==> src/rtl/dpram_pkg.sv <==
// Shared definitions for the dual-port RAM controller.
//   - default data/address widths
//   - controller state type (exported on the debug state output)
package dpram_pkg;

  localparam int DPRAM_DATA_W = 8;
  localparam int DPRAM_ADDR_W = 4;

  typedef enum logic [0:0] {
    ST_INIT  = 1'b0,
    ST_READY = 1'b1
  } dpram_state_t;

endpackage

==> src/rtl/dpram_init_seq.sv <==
// Clear sequencer for the dual-port RAM array.
// Walks a pointer over addresses 0..DEPTH-1, one word per cycle. While it
// runs it owns the array's internal write port and the array is zeroed.
// Asserting clr (at any time) or rst restarts the walk at address 0.
//
// Ports:
//   clk     in   clock, posedge
//   rst     in   asynchronous active-high reset
//   clr     in   restart the clear walk
//   busy_o  out  1 while the clear walk is running
//   we_o    out  internal write enable (writes zero)
//   addr_o  out  internal write address (the clear pointer)
module dpram_init_seq #(
  parameter int ADDR_W = 4,
  parameter int DEPTH  = 16
) (
  input  logic              clk,
  input  logic              rst,
  input  logic              clr,
  output logic              busy_o,
  output logic              we_o,
  output logic [ADDR_W-1:0] addr_o
);

  localparam logic [ADDR_W-1:0] LAST_ADDR = ADDR_W'(DEPTH - 1);

  logic [ADDR_W-1:0] ptr_q, ptr_d;
  logic              done_q, done_d;

  always_comb begin
    ptr_d  = ptr_q;
    done_d = done_q;
    if (clr) begin
      ptr_d  = '0;
      done_d = 1'b0;
    end else if (!done_q) begin
      // The cycle that writes the last word is the final busy cycle.
      if (ptr_q == LAST_ADDR) begin
        ptr_d  = '0;
        done_d = 1'b1;
      end else begin
        ptr_d = ptr_q + ADDR_W'(1);
      end
    end
  end

  always_ff @(posedge clk or posedge rst) begin
    if (rst) begin
      ptr_q  <= '0;
      done_q <= 1'b0;
    end else begin
      ptr_q  <= ptr_d;
      done_q <= done_d;
    end
  end

  assign busy_o = ~done_q;
  assign we_o   = ~done_q;
  assign addr_o = ptr_q;

endmodule

==> src/rtl/dual_port_ram_ctrl.sv <==
// Parametrised two-port RAM with hardware clear, same-address write
// arbitration (port 0 wins) and a saturating collision counter.
//
// Handshake: a port request is taken on a rising edge when en_x && ready
// and clr is low; there is no back-pressure beyond ready. A taken read
// updates rdata_x at that edge and rvalid_x is high for exactly the
// following cycle; rdata_x holds between reads.
//
// Optional build macro RD_FWD_EN: when defined, a read of an address being
// written in the same cycle returns the new data (write-first); otherwise
// the pre-write contents (read-first).
//
// Ports:
//   clk, rst               clock, asynchronous active-high reset
//   clr                    pulse: re-zero the whole array
//   en_x, we_x             port request / write select
//   addr_x, wdata_x        word address / write data
//   rdata_x, rvalid_x      registered read data / one-cycle valid strobe
//   ready                  requests accepted this cycle
//   init_busy              clear sequence running
//   collision_cnt          saturating count of same-address dual writes
//   state_dbg              controller state (debug)
module dual_port_ram_ctrl
  import dpram_pkg::*;
#(
  parameter int DATA_W = DPRAM_DATA_W,
  parameter int ADDR_W = DPRAM_ADDR_W,
  parameter int DEPTH  = 16,
  parameter int CNT_W  = 8
) (
  input  logic              clk,
  input  logic              rst,
  input  logic              clr,
  input  logic              en_0,
  input  logic              en_1,
  input  logic              we_0,
  input  logic              we_1,
  input  logic [ADDR_W-1:0] addr_0,
  input  logic [ADDR_W-1:0] addr_1,
  input  logic [DATA_W-1:0] wdata_0,
  input  logic [DATA_W-1:0] wdata_1,
  output logic [DATA_W-1:0] rdata_0,
  output logic [DATA_W-1:0] rdata_1,
  output logic              rvalid_0,
  output logic              rvalid_1,
  output logic              ready,
  output logic              init_busy,
  output logic [CNT_W-1:0]  collision_cnt,
  output dpram_state_t      state_dbg
);

  localparam logic [ADDR_W:0] DEPTH_L = DEPTH[ADDR_W:0];

  logic [DATA_W-1:0] mem_q [DEPTH];

  logic              seq_busy;
  logic              seq_we;
  logic [ADDR_W-1:0] seq_addr;

  dpram_init_seq #(
    .ADDR_W (ADDR_W),
    .DEPTH  (DEPTH)
  ) u_init_seq (
    .clk    (clk),
    .rst    (rst),
    .clr    (clr),
    .busy_o (seq_busy),
    .we_o   (seq_we),
    .addr_o (seq_addr)
  );

  assign ready     = ~seq_busy;
  assign init_busy = seq_busy;
  assign state_dbg = seq_busy ? ST_INIT : ST_READY;

  // Request qualification; clr drops everything in its cycle.
  logic acc_0, acc_1, in_rng_0, in_rng_1, same_addr;
  logic wr_0, wr_1, wr_1_eff, rd_0, rd_1, coll;

  assign acc_0     = en_0 & ready & ~clr;
  assign acc_1     = en_1 & ready & ~clr;
  assign in_rng_0  = ({1'b0, addr_0} < DEPTH_L);
  assign in_rng_1  = ({1'b0, addr_1} < DEPTH_L);
  assign same_addr = (addr_0 == addr_1);
  assign wr_0      = acc_0 & we_0 & in_rng_0;
  assign wr_1      = acc_1 & we_1 & in_rng_1;
  assign rd_0      = acc_0 & ~we_0;
  assign rd_1      = acc_1 & ~we_1;
  assign coll      = wr_0 & wr_1 & same_addr;
  assign wr_1_eff  = wr_1 & ~coll;  // port 0 owns a contested address

  // Array: clear sequencer and ports never write in the same cycle.
  always_ff @(posedge clk) begin
    if (seq_we) begin
      mem_q[seq_addr] <= '0;
    end else begin
      if (wr_1_eff) mem_q[addr_1] <= wdata_1;
      if (wr_0)     mem_q[addr_0] <= wdata_0;
    end
  end

  // Read values; out-of-range reads return zero.
  logic [DATA_W-1:0] rd_val_0, rd_val_1;

  always_comb begin
    rd_val_0 = '0;
    rd_val_1 = '0;
    if (in_rng_0) begin
      rd_val_0 = mem_q[addr_0];
`ifdef RD_FWD_EN
      if (wr_1 && same_addr) rd_val_0 = wdata_1;
`endif
    end
    if (in_rng_1) begin
      rd_val_1 = mem_q[addr_1];
`ifdef RD_FWD_EN
      // Port 0 is checked last so its data wins if both ports write here.
      if (wr_1 && same_addr) rd_val_1 = wdata_1;
      if (wr_0 && same_addr) rd_val_1 = wdata_0;
`endif
    end
  end

  logic [DATA_W-1:0] rdata_0_q, rdata_0_d, rdata_1_q, rdata_1_d;
  logic              rvalid_0_q, rvalid_0_d, rvalid_1_q, rvalid_1_d;
  logic [CNT_W-1:0]  cnt_q, cnt_d;

  always_comb begin
    rdata_0_d  = rd_0 ? rd_val_0 : rdata_0_q;
    rdata_1_d  = rd_1 ? rd_val_1 : rdata_1_q;
    rvalid_0_d = rd_0;
    rvalid_1_d = rd_1;
    cnt_d      = cnt_q;
    if (clr) begin
      cnt_d = '0;
    end else if (coll && (cnt_q != {CNT_W{1'b1}})) begin
      cnt_d = cnt_q + CNT_W'(1);
    end
  end

  always_ff @(posedge clk or posedge rst) begin
    if (rst) begin
      rdata_0_q  <= '0;
      rdata_1_q  <= '0;
      rvalid_0_q <= 1'b0;
      rvalid_1_q <= 1'b0;
      cnt_q      <= '0;
    end else begin
      rdata_0_q  <= rdata_0_d;
      rdata_1_q  <= rdata_1_d;
      rvalid_0_q <= rvalid_0_d;
      rvalid_1_q <= rvalid_1_d;
      cnt_q      <= cnt_d;
    end
  end

  assign rdata_0       = rdata_0_q;
  assign rdata_1       = rdata_1_q;
  assign rvalid_0      = rvalid_0_q;
  assign rvalid_1      = rvalid_1_q;
  assign collision_cnt = cnt_q;

endmodule

==> config.mk <==
export PLATFORM = sky130hd
export DESIGN_NAME = dual_port_ram_ctrl
export DESIGN_NICKNAME = d
export VERILOG_FILES = /design/src/rtl/dpram_pkg.sv /design/src/rtl/dpram_init_seq.sv /design/src/rtl/dual_port_ram_ctrl.sv
export SDC_FILE = /design/constraint.sdc
export NUM_CORES = 1
export LEC_CHECK = 0
export CORE_ASPECT_RATIO = 0.75
export CORE_MARGIN = 2
export CORE_UTILIZATION = 62
export CTS_BUF_LIST = sky130_fd_sc_hd__clkbuf_8
export DETAILED_ROUTE_END_ITERATION = 12
export PLACE_DENSITY = 0.83
export SETUP_SLACK_MARGIN = 0.3
export SLEW_MARGIN = 20
export SYNTH_ARGS = -nofsm -noshare
export SYNTH_HDL_FRONTEND = slang
export SYNTH_SLANG_ARGS = --single-unit
==> constraint.sdc <==
create_clock -name clk -period 3 [get_ports clk]
set_input_delay 0.45 -clock clk [delete_from_list [all_inputs] [get_ports clk]]
set_output_delay 0.45 -clock clk [all_outputs]
set_load 0.05 [all_outputs]
# Word level (Yosys, flattened, before mapping)
# Memories as Yosys holds them, arrays and structs flattened. A register that Yosys moved wholly into a read port is not among the register bits.
# Cells that the tools add are included.
[word_totals] register_bits=15 ramBits=128 inputBits=31 out_inout_bits=29 word_cells=50 mem_count=1
[op_classes] addsub=2 eq_ne=4 n_mux=19 bitwise=16 reduce_logical=3
[memory_table] name="mem_q" words=16 width=8 rd=2 rd_clocked_by_memory_dff=2 write_ports=2 line_no="dual_port_ram_ctrl.sv:54" rtl="logic [DATA_W-1:0] mem_q [DEPTH];"
[ops] op="$mux 8" n=3
[ops] op="$mux 4" n=4
[ops] op="$mux 1" n=12
[ops] op="$and 1x1->1" n=11
[ops] op="$add 8x1->8 const B" n=1
[ops] op="$ne 8x8->1 const B" n=1
[ops] op="$reduce_or 8->1" n=1
[ops] op="$not 1->1" n=5
[ops] op="$add 4x1->4 const B" n=1
[ops] op="$eq 4x4->1" n=1
[ops] op="$eq 4x4->1 const B" n=1
[ops] op="$ne 2x2->1 const B" n=1
[ops] op="$reduce_bool 2->1" n=1
[ops] op="$logic_and 1x1->1" n=1

# Depth between registers and ports, before layout
# Gate-level depths: netlist of the first run.
[logic_depth] ltp_word=12 mapped_depth=7 mapped_depth_nobuf=6

# Hierarchy
# A second synthesis of the first run with hierarchy kept.
[hier_totals] cells_unflattened=651 area_unflattened_um2=9350.2
[modules_own_cells] module="dual_port_ram_ctrl" n_inst=1 cells_each=626 area_per_inst_um2=9096.2
[modules_own_cells] module="dpram_init_seq" n_inst=1 cells_each=25 area_per_inst_um2=254.0

# Least setup slack after synthesis of the first run
# No wires, ideal clock.
[synth_path] path_kind="in2reg" startpoint="in addr_1[1]" endpoint="mem mem_q[0][0] (netlist bit) (enable)" setup_ns=0.398 arrival_time_ns=2.377 required_time_ns=2.602 setup_slack_ns=0.225 cell_stages=7 cell_sequence="buf_2 > buf_4 > xnor2_1 > nand3_1 > buf_2 > nand2_1 > o41ai_1"
[synth_lines] item="start: declaration" line_no="dual_port_ram_ctrl.sv:39" rtl="input logic [ADDR_W-1:0] addr_1,"
[synth_lines] item="end: declaration" line_no="dual_port_ram_ctrl.sv:54"

==> reports/metrics.cfg, run 1 <==
[pwr]
comb_power_share = 0.119
sequentialPowerShare = 0.549
p_int_mw = 3.28
ir_drop_mv = 0.297
p_leak_nw = 3.54
power_switching_share = 0.265
clkPwrFrac = 0.333
p_sw_mw = 1.19
power_mw = 4.47
power_density_mw_per_mm2 = 428

[clocking]
holdBufCountCts = 0
insertion_delay_ps = 470
cts_resized = 0
cts_tree = done
clock_path_buffers = 2
cts-root-buf = clkbuf_8
cts_setup_buffers = 0
cts_buffers = 17
htreeDepth = 4
path_clk_slew_ps = 90
numClockSinks = 159

[logic_synthesis]
ys_seq_area_frac = 0.506
netlist_instances = 810
synth_top_cell_by_area = edfxtp_1
ys_warn_count = 0
yosys-top-cells-area = edfxtp_1, mux4_2, dfrtp_1
synth_edf_count = 128
synthesis.area_mm2 = 0.00912
avgSynthCellArea_um2 = 11.3
ys_ff_latch = 159
synth_fp_nets = 843
synth_cell_types = 46
synth-main-ff-cell = edfxtp_1
async_reset_ff_frac = 0.195
synth_top_area_frac = 0.421

[global_route]
grt_pass1_wl_um = 42800
grt_max_degree = 43
track_usage = 0.381
antenna_found_initial = 0
grt_pass1_vias = 7323
grt_overflow = 0

[setup_path]
worstPathRequired_ps = 3090
crit_fanout = 8
r2r_slack_ps = 450
crit_type = primary input to flip-flop
r2r_end = mem_q[0][0]$_DFFE_PP_
end_kind = flip-flop
start_kind = primary input
rr_startpoint = u_init_seq.done_q$_DFF_PP0_
cp-startpoint = addr_1[3]
rr_worst_depth = 4
cp_data_arrival_time_ps = 2660

[placed_design]
gp_congestion = 1.01
place_ws_ps = 55.4
placed_cell_area_mm2 = 0.0101
port_buffers = 59
dp_hpwl_um = 20600

[routing]
wl_met3_um = 4220
dr.first_iter.drc_count = 1246
drc = 0
dr.pass1.iters = 8
antenna_left = 0
dr_wl_met2_um = 12800
top_layer_used = met4
via_count = 7683
drt-total-wl_um = 28000
vias_per_cell = 7.08
drt-met1-wl_um = 9480
wire_per_inst_um = 25.8

[layout]
syn_to_final_growth_pct = 14.5
final_layout_size_suffix_gt1_frac = 0.208
postLayoutCellArea_mm2 = 0.0104
num_antenna_cells = 0
fin_util = 0.725
nets = 905

[sta]
rsz0062_at_grt = false
period_needed_ps = 2570
skew_ps = 10.8
layout_setup_ws_ps = 433
finalCritPeriodShare = 0.856
max-slew-margin-rel = 0.255
tns_ps = 0
worst_pin_slew_ps = 1100
slew_viol_final = 0
fmax_mhz = 389
finalSetupViolations = 0
hold_viol_final = 0

[floorplan]
start_util = 0.633
die_w_um = 144
core-area_mm2 = 0.0144
io_pins = 60
rows = 38
dieHeight_um = 109
die-area_mm2 = 0.0157

[min_path]
hp-class = primary input to asynchronous set/reset pin

[status]
status = complete, no violations

[run]
maxCapViolCount = 0

[synth_stat cells, types with 8 or more instances]
cell      number
mux4_2        64
nand2_1      180
o221ai_1       8
o21ai_0      152
mux2_2        14
mux2i_1       16
nor3_1        13
edfxtp_1     128
xnor2_1        8
nor2_1        39
dfrtp_1       31
clkbuf_1      35
buf_1         15
nand3_1       12
buf_2         12
inv_1          8
[power by group through the flow]
stage / registers (mW) / logic [mW] / clock network, mW
after floorplan: 2.51 / 0.311 / 0
after global placement: 2.50 / 0.499 / 0
after detailed placement: 2.50 / 0.514 / 0
after CTS: 2.45 / 0.515 / 1.47
after global routing: 2.46 / 0.557 / 1.57
final: 2.45 / 0.530 / 1.49
[cell usage in the layout, fill, tap and decap left out, drive strengths merged, types with 13 or more instances in the layout]
cell type	n
dfrtp	31
nor2	40
clkdlybuf4s50	55
inv	13
nand3	13
mux2	15
clkbuf	17
mux4	64
o21ai	154
nor3	18
buf	54
nand2	180
mux2i	16
edfxtp	128
[stage by stage]
stage,instances,hold WS [ps]
after global placement,1053,461
after global routing,1085,352
after CTS,1085,319
after floorplan,810,554
after detailed placement,1053,469
final,1085,317
[registers in the layout, indices dropped and copies added, names as in the netlist]
| signal | count |
|---|---|
| collision_cnt | 8 |
| mem_q | 128 |
| rdata_0 | 8 |
| rdata_1 | 8 |
| rvalid_0 | 1 |
| rvalid_1 | 1 |
| u_init_seq.addr_o | 4 |
| u_init_seq.done_q | 1 |
[kinds of logic (layout without fill, tap and decap cells)]
logic type | count (synthesis) | after routing | synth area share
flops | 159 | 159 | 0.506
simple gates | 277 | 277 | 0.133
fa+ha+maj | 2 | 2 | 0.00274
compound gates | 192 | 192 | 0.119
xor+xnor | 10 | 10 | 0.00960
buf+inv | 75 | 150 | 0.0350
mux | 95 | 95 | 0.194
[layer usage]
metal | GRT usage | vias up
li1 | - | 3158
met1 | 0.514 | 3629
met2 | 0.598 | 752
met3 | 0.0931 | 144
met4 | 0.165 | 0
met5 | 0 | -
[worst max path at each step]
stage | slack (ps) | endpoint
4_1_cts | 560 | mem_q[0][0]$_DFFE_PP_
3_5_place_dp | 60 | mem_q[0][1]$_DFFE_PP_
2_1_floorplan | 230 | mem_q[0][0]$_DFFE_PP_
6_report | 430 | mem_q[0][0]$_DFFE_PP_
3_3_place_gp | 130 | mem_q[0][3]$_DFFE_PP_
5_1_grt | 320 | mem_q[0][0]$_DFFE_PP_
[area by class of cell]
| class | instances | area (um^2) |
|---|---|---|
| clock buffers | 17 | 234 |
| clock inverters | 15 | 123 |
| fillers | 971 | 3960 |
| inverters | 9 | 33.8 |
| multi-input cells | 576 | 4240 |
| flip-flops and latches | 159 | 4620 |
| well taps | 200 | 250 |
| repair buffers | 109 | 946 |
[worst max-delay path, cell delays in order]
cell and delay (ps):
clkdlybuf4s50_1 500, xor2_1 220, nor3_1 90, nand3_1 120, nand2_1 200, buf_4 200, o41ai_2 860
No activity file was read; power rests on OpenSTA's default activity.
==> run 2, diff against run 1 <==
- CORE_UTILIZATION: 62 -> 65
- PLACE_DENSITY: 0.83 -> 0.87
- clock period: 3 -> 3.1 ns (I/O delays scaled with it)
==> run 2 against run 1 <==
Count of clock-buffer cells in the layout increased by 1. First-iteration DRC count is 0.88% higher. Via count fell by 0.14%. Die area down 4.5%. Register-to-register slack improved by 200 ps. Critical endpoint is now init_busy. Highest routed layer unchanged.
==> reports/metrics.cfg, run 2 (same netlist as run 1, synthesis figures left out) <==
[floorplan]
dieHeight_um = 107
die-area_mm2 = 0.0150
core-area_mm2 = 0.0137
start_util = 0.666
rows = 37
die_w_um = 141
io_pins = 60

[layout]
largest_reg_flops = 128
seq_area_mm2 = 0.00462
multi_input_area_mm2 = 0.00422
nFillCells = 908
final_layout_size_suffix_gt1_frac = 0.209
top_register = mem_q
syn_to_final_growth_pct = 14.3
fin_util = 0.761
num_antenna_cells = 0
layout_commonest_cell = nand2_1
nets = 902
final_cell_mix = nand2_1, o21ai_0, edfxtp_1

[clocking]
numClockSinks = 159
path_clk_slew_ps = 90
clock_path_buffers = 2
holdBufCountCts = 0
insertion_delay_ps = 480
cts-root-buf = clkbuf_8
cts_tree = done
cts_resized = 0
htreeDepth = 4
cts_setup_buffers = 0
cts_buffers = 17

[routing]
drc = 0
antenna_left = 0
drt-total-wl_um = 29600
dr.first_iter.drc_count = 1257
wire_per_inst_um = 28.0
via_count = 7672
vias_per_cell = 7.26
dr.pass1.iters = 6

[setup_path]
cp_data_arrival_time_ps = 2010
path_cells = inv_1, clkdlybuf4s50_1
crit_path_top_delay_cell = clkdlybuf4s50_1
max_stage_delay_ps = 820
worstPathRequired_ps = 2630
end_kind = output port
crit_fanout = 13
start_kind = flip-flop
crit_type = flip-flop to output port

[sta]
finalCritPeriodShare = 0.799
worst_pin_slew_ps = 962
hold_viol_final = 0
slew_viol_final = 0
tns_ps = 0
layout_setup_ws_ps = 625
skew_ps = 13.5
period_needed_ps = 2480
max-slew-margin-rel = 0.352
rsz0062_at_grt = false
fmax_mhz = 404
finalSetupViolations = 0

[global_route]
grt_pass1_vias = 7337
grt_max_degree = 43
antenna_found_initial = 0
track_usage = 0.416
grt_pass1_wl_um = 44700
grt_overflow = 0

[min_path]
hp-class = primary input to asynchronous set/reset pin

[pwr]
ir_drop_mv = 0.270
p_leak_nw = 3.52
power_density_mw_per_mm2 = 426

[placed_design]
port_buffers = 59
dp_hpwl_um = 22100
place_ws_ps = 282
gp_congestion = 1.05

[run]
maxCapViolCount = 0

[status]
status = complete, no violations

[run 2: cell count changes in the layout (fill, tap and decap cells not counted), sizes merged]
cell,before,now
inv,13,14
buf,54,51
clkinv,7,8
clkbuf,17,18
clkinvlp,3,0
[run 2: routing by layer]
metal | global-route usage | up-vias | routed length, um
met5 | 0 | - | 0
li1 | - | 3156 | -
met4 | 0.184 | 0 | 1420
met3 | 0.169 | 134 | 4900
met2 | 0.600 | 748 | 12700
met1 | 0.563 | 3634 | 10500
[run 2: per-stage QoR]
step,hold slack (ps),total power [mW],instance area [um^2],instances
global route,436,4.55,10400,1057
detailed placement,469,2.92,10000,1025
CTS,385,4.43,10400,1057
finish,380,4.44,10400,1057
global placement,465,2.90,10000,1025
floorplan,569,2.73,9120,810
[run 2: power by group]
| group | switching (mW) | internal [mW] | leakage [nW] |
|---|---|---|---|
| Sequential | 0.0457 | 2.34 | 1.52 |
| Combinational | 0.295 | 0.211 | 1.80 |
| Clock | 0.871 | 0.685 | 0.203 |
| Total | 1.21 | 3.23 | 3.52 |
[run 2: final timing paths]
kind                                              from                               end  cells past startpoint  slack (ps)
setup / recovery           u_init_seq.done_q$_DFF_PP0_                         init_busy                      2         620
hold / removal                                     rst                rvalid_1$_DFF_PP0_                      3         380
setup reg to reg           u_init_seq.done_q$_DFF_PP0_             mem_q[8][5]$_DFFE_PP_                      4         650
hold reg to reg                 rdata_1[5]$_DFFE_PP0P_            rdata_1[5]$_DFFE_PP0P_                      2         480
max in group asynchronous                          rst  u_init_seq.addr_o[2]$_DFFE_PP0P_                      3        2370
min in group clk                rdata_1[5]$_DFFE_PP0P_            rdata_1[5]$_DFFE_PP0P_                      2         480
[run 2: layout make-up]
type                            count  area share
Timing Repair Buffer              106      0.0898
Clock buffer                       18      0.0238
Multi-Input combinational cell    576       0.404
Inverter                            9     0.00324
Sequential cell                   159       0.443
Tap cell                          175      0.0210
Clock inverter                     14      0.0148
[run 2: worst max-delay path, delay by kind of cell (launching register included)]
kind / cells / cell delay, ps
flip-flops: 1 / 530
buffers and inverters: 2 / 990
==> run 3, diff against run 2 <==
- CORE_UTILIZATION: 65 -> 62
- PLACE_DENSITY: 0.87 -> 0.83
- clock period: 3.1 -> 2.4 ns (I/O delays scaled with it)
==> run 3 against run 2 <==
Sequential power grew 29%. Worst setup slack lost 290 ps. Clock skew grew 4.1 ps. Final area grew 7.1%. Via count grew 2.8%.
==> reports/metrics.cfg, run 3 (same netlist as run 1, synthesis figures left out) <==
[sta]
finalSetupViolations = 0
rsz0062_at_grt = true
fmax_mhz = 485
tns_ps = 0
hold_ws_ps = 281
layout_setup_ws_ps = 338
hold_viol_final = 0
skew_ps = 17.6
slew_viol_final = 0
period_needed_ps = 2060
finalCritPeriodShare = 0.859
max-slew-margin-rel = 0.449
worst_pin_slew_ps = 824

[floorplan]
die-area_mm2 = 0.0157
dieHeight_um = 109
start_util = 0.633
io_pins = 60
rows = 38
die_w_um = 144
core-area_mm2 = 0.0144

[setup_path]
path_cells = clkdlybuf4s50_1, buf_4, or4_1, buf_4, nor3_4, a21oi_2, o41ai_4, buf_6
max_stage_delay_ps = 520
crit_fanout = 8
rr_worst_depth = 7
cp_data_arrival_time_ps = 2250
start_kind = primary input
end_kind = flip-flop
cp_common_cell = buf_4
worstPathRequired_ps = 2590
crit_type = primary input to flip-flop
crit_family = buffers and inverters
path_buf_inv = 4
crit_cells = 8
crit_path_top_delay_cell = or4_1

[layout]
nFillCells = 838
syn_to_final_growth_pct = 22.4
nets = 949
layout_commonest_cell = nand2_1
top_register = mem_q
postLayoutCellArea_mm2 = 0.0112
largest_reg_flops = 128
fin_util = 0.775
final_cells = 1129
final_cell_mix = nand2_1, o21ai_0, edfxtp_1
final_layout_size_suffix_gt1_frac = 0.269
num_antenna_cells = 0

[placed_design]
placed_cell_area_mm2 = 0.0106
dp.cells = 1089
gp_congestion = 0.967
dp_hpwl_um = 20800
place_ws_ps = -305
port_buffers = 59

[routing]
antenna_left = 0
vias_per_cell = 6.99
drt-total-wl_um = 28300
via_count = 7889
wire_per_inst_um = 25.0
dr.first_iter.drc_count = 1687
drc = 0
dr.pass1.iters = 7

[global_route]
grt_overflow = 0
antenna_found_initial = 0
track_usage = 0.381
grt_pass1_wl_um = 43200
grt_max_degree = 43
grt_pass1_vias = 7770

[pwr]
power_switching_share = 0.260
sequentialPowerShare = 0.523
clkPwrFrac = 0.353
power_density_mw_per_mm2 = 526
power_mw = 5.87
ir_drop_mv = 0.400
p_leak_nw = 3.92
p_int_mw = 4.34
comb_power_share = 0.124
p_sw_mw = 1.53

[clocking]
clock_path_buffers = 2
insertion_delay_ps = 480
cts_buffers = 17
cts_tree = done
path_clk_slew_ps = 100
numClockSinks = 159
cts-root-buf = clkbuf_8
holdBufCountCts = 0
htreeDepth = 4

[status]
status = complete, no violations

[run]
maxCapViolCount = 0

[min_path]
hp-class = primary input to asynchronous set/reset pin

## run 3: changes by cell type in the layout (fill, tap and decap cells not counted), sizes merged
| cell | delta |
|---|---|
| dlymetal6s2s | +2 |
| clkinvlp | +2 |
| inv | +1 |
| clkbuf | +1 |
| clkdlybuf4s50 | -8 |
| buf | +47 |
| dlygate4sd2 | +6 |
| bufinv | +1 |
| clkinv | -5 |
## run 3: layer usage
metal	GRT usage	part of all wire	vias up
met2	0.607	0.46	758
li1	-	-	3242
met1	0.489	0.33	3699
met5	0	0	-
met3	0.0940	0.15	190
met4	0.199	0.063	0
## run 3: what timing repair did
item | in CTS | in global routing
pin swaps | 0 | 6
setup endpoints to repair | 32 | 145
resized for setup | 9 | 12
buffers inserted | 0 | 8
## run 3: final timing paths
path	start	to	slack [ps]
worst max register to register	u_init_seq.done_q$_DFF_PP0_	mem_q[0][2]$_DFFE_PP_	350
worst max-delay path	addr_0[0]	mem_q[0][2]$_DFFE_PP_	340
min in group clk	rdata_1[5]$_DFFE_PP0P_	rdata_1[5]$_DFFE_PP0P_	490
worst min register to register	rdata_1[5]$_DFFE_PP0P_	rdata_1[5]$_DFFE_PP0P_	490
max in group asynchronous	rst	u_init_seq.done_q$_DFF_PP0_	1760
worst min-delay path	rst	rdata_1[6]$_DFFE_PP0P_	280
## run 3: power groups by stage
stage,sequential (mW),clock (mW),combinational (mW)
floorplan,3.14,0,0.414
global placement,3.12,0,0.671
detailed placement,3.13,0,0.692
CTS,3.06,2.07,0.701
global route,3.07,2.19,0.762
finish,3.07,2.07,0.728
## run 3: final cells by class
cell class / instances / area [um^2] / area share
Inverter: 9 / 33.8 / 0.00303
Sequential cell: 159 / 4620 / 0.414
Timing Repair Buffer: 153 / 1480 / 0.132
Clock buffer: 19 / 262 / 0.0234
Multi-Input combinational cell: 576 / 4370 / 0.391
Tap cell: 200 / 250 / 0.0224
Clock inverter: 13 / 150 / 0.0134
## run 3: worst min-delay path, delay by kind of cell
| kind | cells | cell delay, ps |
|---|---|---|
| buffers and inverters | 3 | 850 |
==> patch 1 (settings of run 2) <==
`DEPTH` is set to 16 in 2 places; all go to 8.
--- a/src/rtl/dpram_init_seq.sv
+++ b/src/rtl/dpram_init_seq.sv
@@ -13,5 +13,5 @@
 module dpram_init_seq #(
   parameter int ADDR_W = 4,
-  parameter int DEPTH  = 16
+  parameter int DEPTH  = 8
 ) (
   input  logic              clk,
--- a/src/rtl/dual_port_ram_ctrl.sv
+++ b/src/rtl/dual_port_ram_ctrl.sv
@@ -26,5 +26,5 @@
   parameter int DATA_W = DPRAM_DATA_W,
   parameter int ADDR_W = DPRAM_ADDR_W,
-  parameter int DEPTH  = 16,
+  parameter int DEPTH  = 8,
   parameter int CNT_W  = 8
 ) (
Check against the original RTL: not equivalent (a bounded check fails within 10 cycles, from zero or initial values and one cycle with rst high).
==> patch 1 against run 2 <==
  * Cell count is 40% lower
  * Setup slack worse by 0.045 ns
  * Synthesized cell count is 41% lower
  * Critical path depth is 4 higher
  * Sequential cell count is 64 lower
  * Routed wire length is 54% lower
  * Non-clock buffer count is 27 lower
  * Final area is 41% lower
  * Power is 41% lower
  * Global-route usage is 9.4 points lower
  * Synthesized area is 43% lower
  * Largest cell class unchanged
  * Largest power group unchanged
==> patch 1: results (changes against run 2) <==
hold_path.class: "in -> async"
gp_congestion: 0.937  # -11%
synth_top_flop_cell: "edfxtp_1"
largest_reg_flops: 64  # -50%
clockBufferDepth: 2  # unchanged
grt_pass1_wl_um: 20900  # -53%
clk_pin_slew_ns: 0.10
cp.arrival_ns: 2.52  # +0.51 ns
leakage_nw: 2.30  # -35%
p_switching_mw: 0.681  # -44%
antenna_cells: 0  # unchanged
ys_warn_count: 0  # unchanged
cp_slowest_cell: "clkdlybuf4s50_1"
ys_seq_area_frac: 0.516  # +0.00936
first_iter_violations: 621  # -51%
synth_nets: 511  # -39%
worst_slew_pin_slew_ns: 0.508  # -0.454 ns
synth_cell_types: 61  # +33%
grt_pass1_vias: 3832  # -48%
cts_buffers: 9  # -8
regMostFlops: "mem_q"
synth_area_leaders: "edfxtp_1, dfrtp_1, mux4_2"
peakVddDrop_mv: 0.259  # -4.2%
fin_nets: 562  # -38%
antenna_found_initial: 0  # unchanged
synth_enable_flop_cells: 64  # -50%
post-cts-setup-buffers: 0  # unchanged
place_hpwl_um: 10200  # -54%
viasPerCell: 6.53  # -10%
status: "finished clean"
finalClockSkew_ns: 0.0125  # -0.00102 ns
slowest_delay_ns: 0.66  # -0.16 ns
layout-drive-gt1-share: 0.142  # -0.0663
synthTopCellsByCount: "nand2_1, o21ai_0, edfxtp_1"
wl_per_cell_um: 21.2  # -24%
synth-async-reset-ratio: 0.326  # +0.131
grt_use_total: 0.322  # -0.0937
cts.repair.resized: 0  # unchanged
cts_root_buf: "clkbuf_8"
clk-insertion-delay-late_ns: 0.36  # -0.12 ns
dr.pass1.iters: 6  # unchanged
htreeDepth: 3  # -1
place_area_um2: 5920  # -41%
port_buffers: 59  # unchanged
path_max_fanout: 15  # +2
grt_max_degree: 32  # -26%
[patch 1: cell count changes after synthesis, moves of 8 or more]
cell	change
o21ai_0	-70
mux4_2	-38
o221ai_1	-8
nor3_1	-12
nand2_1	-84
mux2_2	-12
nor2_1	-19
edfxtp_1	-64
clkbuf_1	-20
[patch 1: path summary, 6_finish.rpt]
kind | startpoint | endpoint | slack, ns | cells past startpoint
max reg2reg | u_init_seq.done_q$_DFF_PP0_ | mem_q[6][3]$_DFFE_PP_ | 0.70 | 6
min in group clk | rdata_0[3]$_DFFE_PP0P_ | rdata_0[3]$_DFFE_PP0P_ | 0.49 | 2
max in group asynchronous | rst | collision_cnt[6]$_DFFE_PP0P_ | 2.34 | 3
min reg2reg | rdata_0[3]$_DFFE_PP0P_ | rdata_0[3]$_DFFE_PP0P_ | 0.49 | 2
max | clr | mem_q[3][4]$_DFFE_PP_ | 0.58 | 6
min | rst | rdata_0[6]$_DFFE_PP0P_ | 0.48 | 3
[patch 1: critical path, delay by kind of cell]
family	cells	cell delay [ns]
buf+inv	2	0.90
compound gates	2	0.75
simple gates	2	0.41
[patch 1: metal layers]
metal / GRT usage / wire length [um] / share of wire
met4: 0.0462 / 204 / 0.015
met5: 0 / 0 / 0
met2: 0.480 / 5990 / 0.44
met3: 0.110 / 1910 / 0.14
met1: 0.476 / 5430 / 0.40
[patch 1: logic make-up (layout without fill, tap and decap cells)]
| kind of cell | count (synthesis) | count (layout) | share of synthesized area |
|---|---|---|---|
| mux | 47 | 47 | 0.153 |
| simple gates | 158 | 158 | 0.141 |
| flops | 95 | 95 | 0.516 |
| compound gates | 122 | 122 | 0.133 |
| xor+xnor | 6 | 6 | 0.0115 |
| fa+ha+maj | 2 | 2 | 0.00478 |
| buf+inv | 48 | 104 | 0.0421 |
[patch 1: metrics by stage]
step            util  worst slack, ns  cells  total power, mW
2_1_floorplan      -            0.458    478             1.64
3_3_place_gp   0.754            0.346    623             1.74
3_5_place_dp   0.754            0.235    623             1.75
4_1_cts        0.781            0.616    639             2.60
5_1_grt        0.781            0.514    639             2.68
6_report       0.781            0.580    639             2.61
[patch 1: power groups by stage]
stage	clock network (mW)	logic (mW)	registers (mW)
floorplan	0	0.181	1.46
global placement	0	0.295	1.44
detailed placement	0	0.304	1.45
CTS	0.876	0.305	1.42
global route	0.926	0.329	1.42
finish	0.875	0.309	1.42
[patch 1: cell type report]
cell class              instances  area [um2]
clock buffers                   9         124
flip-flops and latches         95        2700
multi-input cells             335        2310
fillers                       508        1720
clock inverters                 7        85.1
repair buffers                 79         741
well taps                     105         131
inverters                       9        33.8
==> patch 2 (config.mk and constraints of run 2) <==
Without the edit above. Make the reset (`rst`) synchronous in 2 clocked blocks. Comments in the files are not updated.
--- a/src/rtl/dpram_init_seq.sv
+++ b/src/rtl/dpram_init_seq.sv
@@ -45,5 +45,5 @@
   end
 
-  always_ff @(posedge clk or posedge rst) begin
+  always_ff @(posedge clk) begin
     if (rst) begin
       ptr_q  <= '0;
--- a/src/rtl/dual_port_ram_ctrl.sv
+++ b/src/rtl/dual_port_ram_ctrl.sv
@@ -139,5 +139,5 @@
   end
 
-  always_ff @(posedge clk or posedge rst) begin
+  always_ff @(posedge clk) begin
     if (rst) begin
       rdata_0_q  <= '0;
Check against the original RTL: no difference found for any inputs over 10 cycles, from zero or initial values and one cycle with rst high; that may be too few to reach the edited logic, so the function may still have changed.
==> patch 2 against run 2 <==
  * Power fell by 4.7%
  * Utilization shrank 1.1 points
  * Count of clock-buffer cells in the layout fell by 1
  * Sequential cell count did not move
  * Non-clock buffer count up 2
  * Synthesized cell count down 2.1%
  * Via count shrank 3.5%
  * Routed wire length is 9.8% lower
  * Worst hold slack better by 0.11 ns
  * Setup slack got worse by 0.010 ns
  * Register-to-register slack better by 0.14 ns
  * Synthesized area shrank 2.3%
  * Final area decreased by 2.4%
  * First-iteration DRC count is 28% higher
==> patch 2: results (changes against run 2) <==
r2r_start: "u_init_seq.done_q$_SDFF_PP0_"
synth-async-reset-ratio: 0  # -0.195
peakVddDrop_mv: 0.379  # +40%
via_count: 7404  # -3.5%
synth_area_leaders: "edfxtp_1, mux4_2, o21ai_0"
rr_endpoint: "rdata_0[6]$_SDFFE_PP0P_"
grt_max_degree: 40  # -7.0%
first_iter_violations: 1606  # +28%
wl_met3_um: 5230  # +6.8%
hold_path.class: "reg -> reg"
grt_pass1_wl_um: 40600  # -9.3%
ys_seq_area_frac: 0.501  # -0.00547
fin_nets: 876  # -2.9%
place_area_um2: 9760  # -2.6%
worst_slew_pin_slew_ns: 0.849  # -0.114 ns
reg2reg_slack_ns: 0.79  # +0.14 ns
gp_congestion: 1.01  # -3.7%
grt_use_total: 0.376  # -0.0395
leakage_nw: 3.59  # +1.8%
wl_per_cell_um: 25.9  # -7.6%
path_max_fanout: 22  # +9
fillers: 812  # -11%
status: "finished clean"
finalClockSkew_ns: 0.0141  # +0.000583 ns
synth_nets: 826  # -2.0%
dr.pass1.iters: 9  # +3
grt_pass1_vias: 6836  # -6.8%
cp.arrival_ns: 2.83  # +0.82 ns
wl_met1_um: 9700  # -8.1%
met2_length_um: 11100  # -13%
==> patch 2: cell families after synthesis <==
family	synth area share
xor+xnor	0.00983
simple gates	0.134
buf+inv	0.0413
flops	0.501
compound gates	0.123
fa+ha+maj	0.00281
mux	0.188
==> patch 2: worst max-delay path, cell delays in order <==
cell,delay [ns]
clkdlybuf4s50_1,0.49
buf_4,0.37
mux2_2,0.40
a22o_1,0.23
a2111oi_0,0.78
nor3_1,0.09
==> patch 2: how the worst max path moves through the flow <==
stage,startpoint,endpoint,slack (ns),depth (start not counted)
3_3_place_gp,addr_0[1],rdata_0[6]$_SDFFE_PP0P_,0.30,6
5_1_grt,u_init_seq.done_q$_SDFF_PP0_,ready,0.56,1
6_report,addr_0[1],rdata_0[6]$_SDFFE_PP0P_,0.61,6
2_1_floorplan,u_init_seq.done_q$_SDFF_PP0_,mem_q[0][0]$_DFFE_PP_,0.26,7
3_5_place_dp,addr_0[1],rdata_0[6]$_SDFFE_PP0P_,0.30,6
4_1_cts,u_init_seq.done_q$_SDFF_PP0_,ready,0.63,1
==> patch 2: through the flow <==
stage               instances  hold slack, ns  setup slack, ns  power, mW
global route             1031           0.507            0.558       4.32
CTS                      1031           0.497            0.629       4.21
global placement          999           0.469            0.304       2.64
finish                   1031           0.494            0.614       4.23
detailed placement        999           0.477            0.302       2.64
floorplan                 793           0.528            0.262       2.54
==> patch 2: final cells by class <==
| cell class | instances | area share |
|---|---|---|
| clock buffers | 17 | 0.0230 |
| clock inverters | 15 | 0.0175 |
| inverters | 3 | 0.00135 |
| multi-input cells | 554 | 0.404 |
| flip-flops and latches | 159 | 0.439 |
| well taps | 175 | 0.0215 |
| repair buffers | 108 | 0.0939 |
==> patch 2: routing by layer <==
| metal | up-vias | GRT usage |
|---|---|---|
| li1 | 3067 | - |
| met5 | - | 0 |
| met3 | 93 | 0.198 |
| met1 | 3472 | 0.533 |
| met2 | 772 | 0.513 |
| met4 | 0 | 0.0988 |
==> patch 2: report_power, final <==
part	leakage [nW]	switching (mW)	internal, mW	total, mW
combinational	1.73	0.173	0.135	0.308
clock	0.208	0.882	0.743	1.62
sequential	1.65	0.0135	2.29	2.30
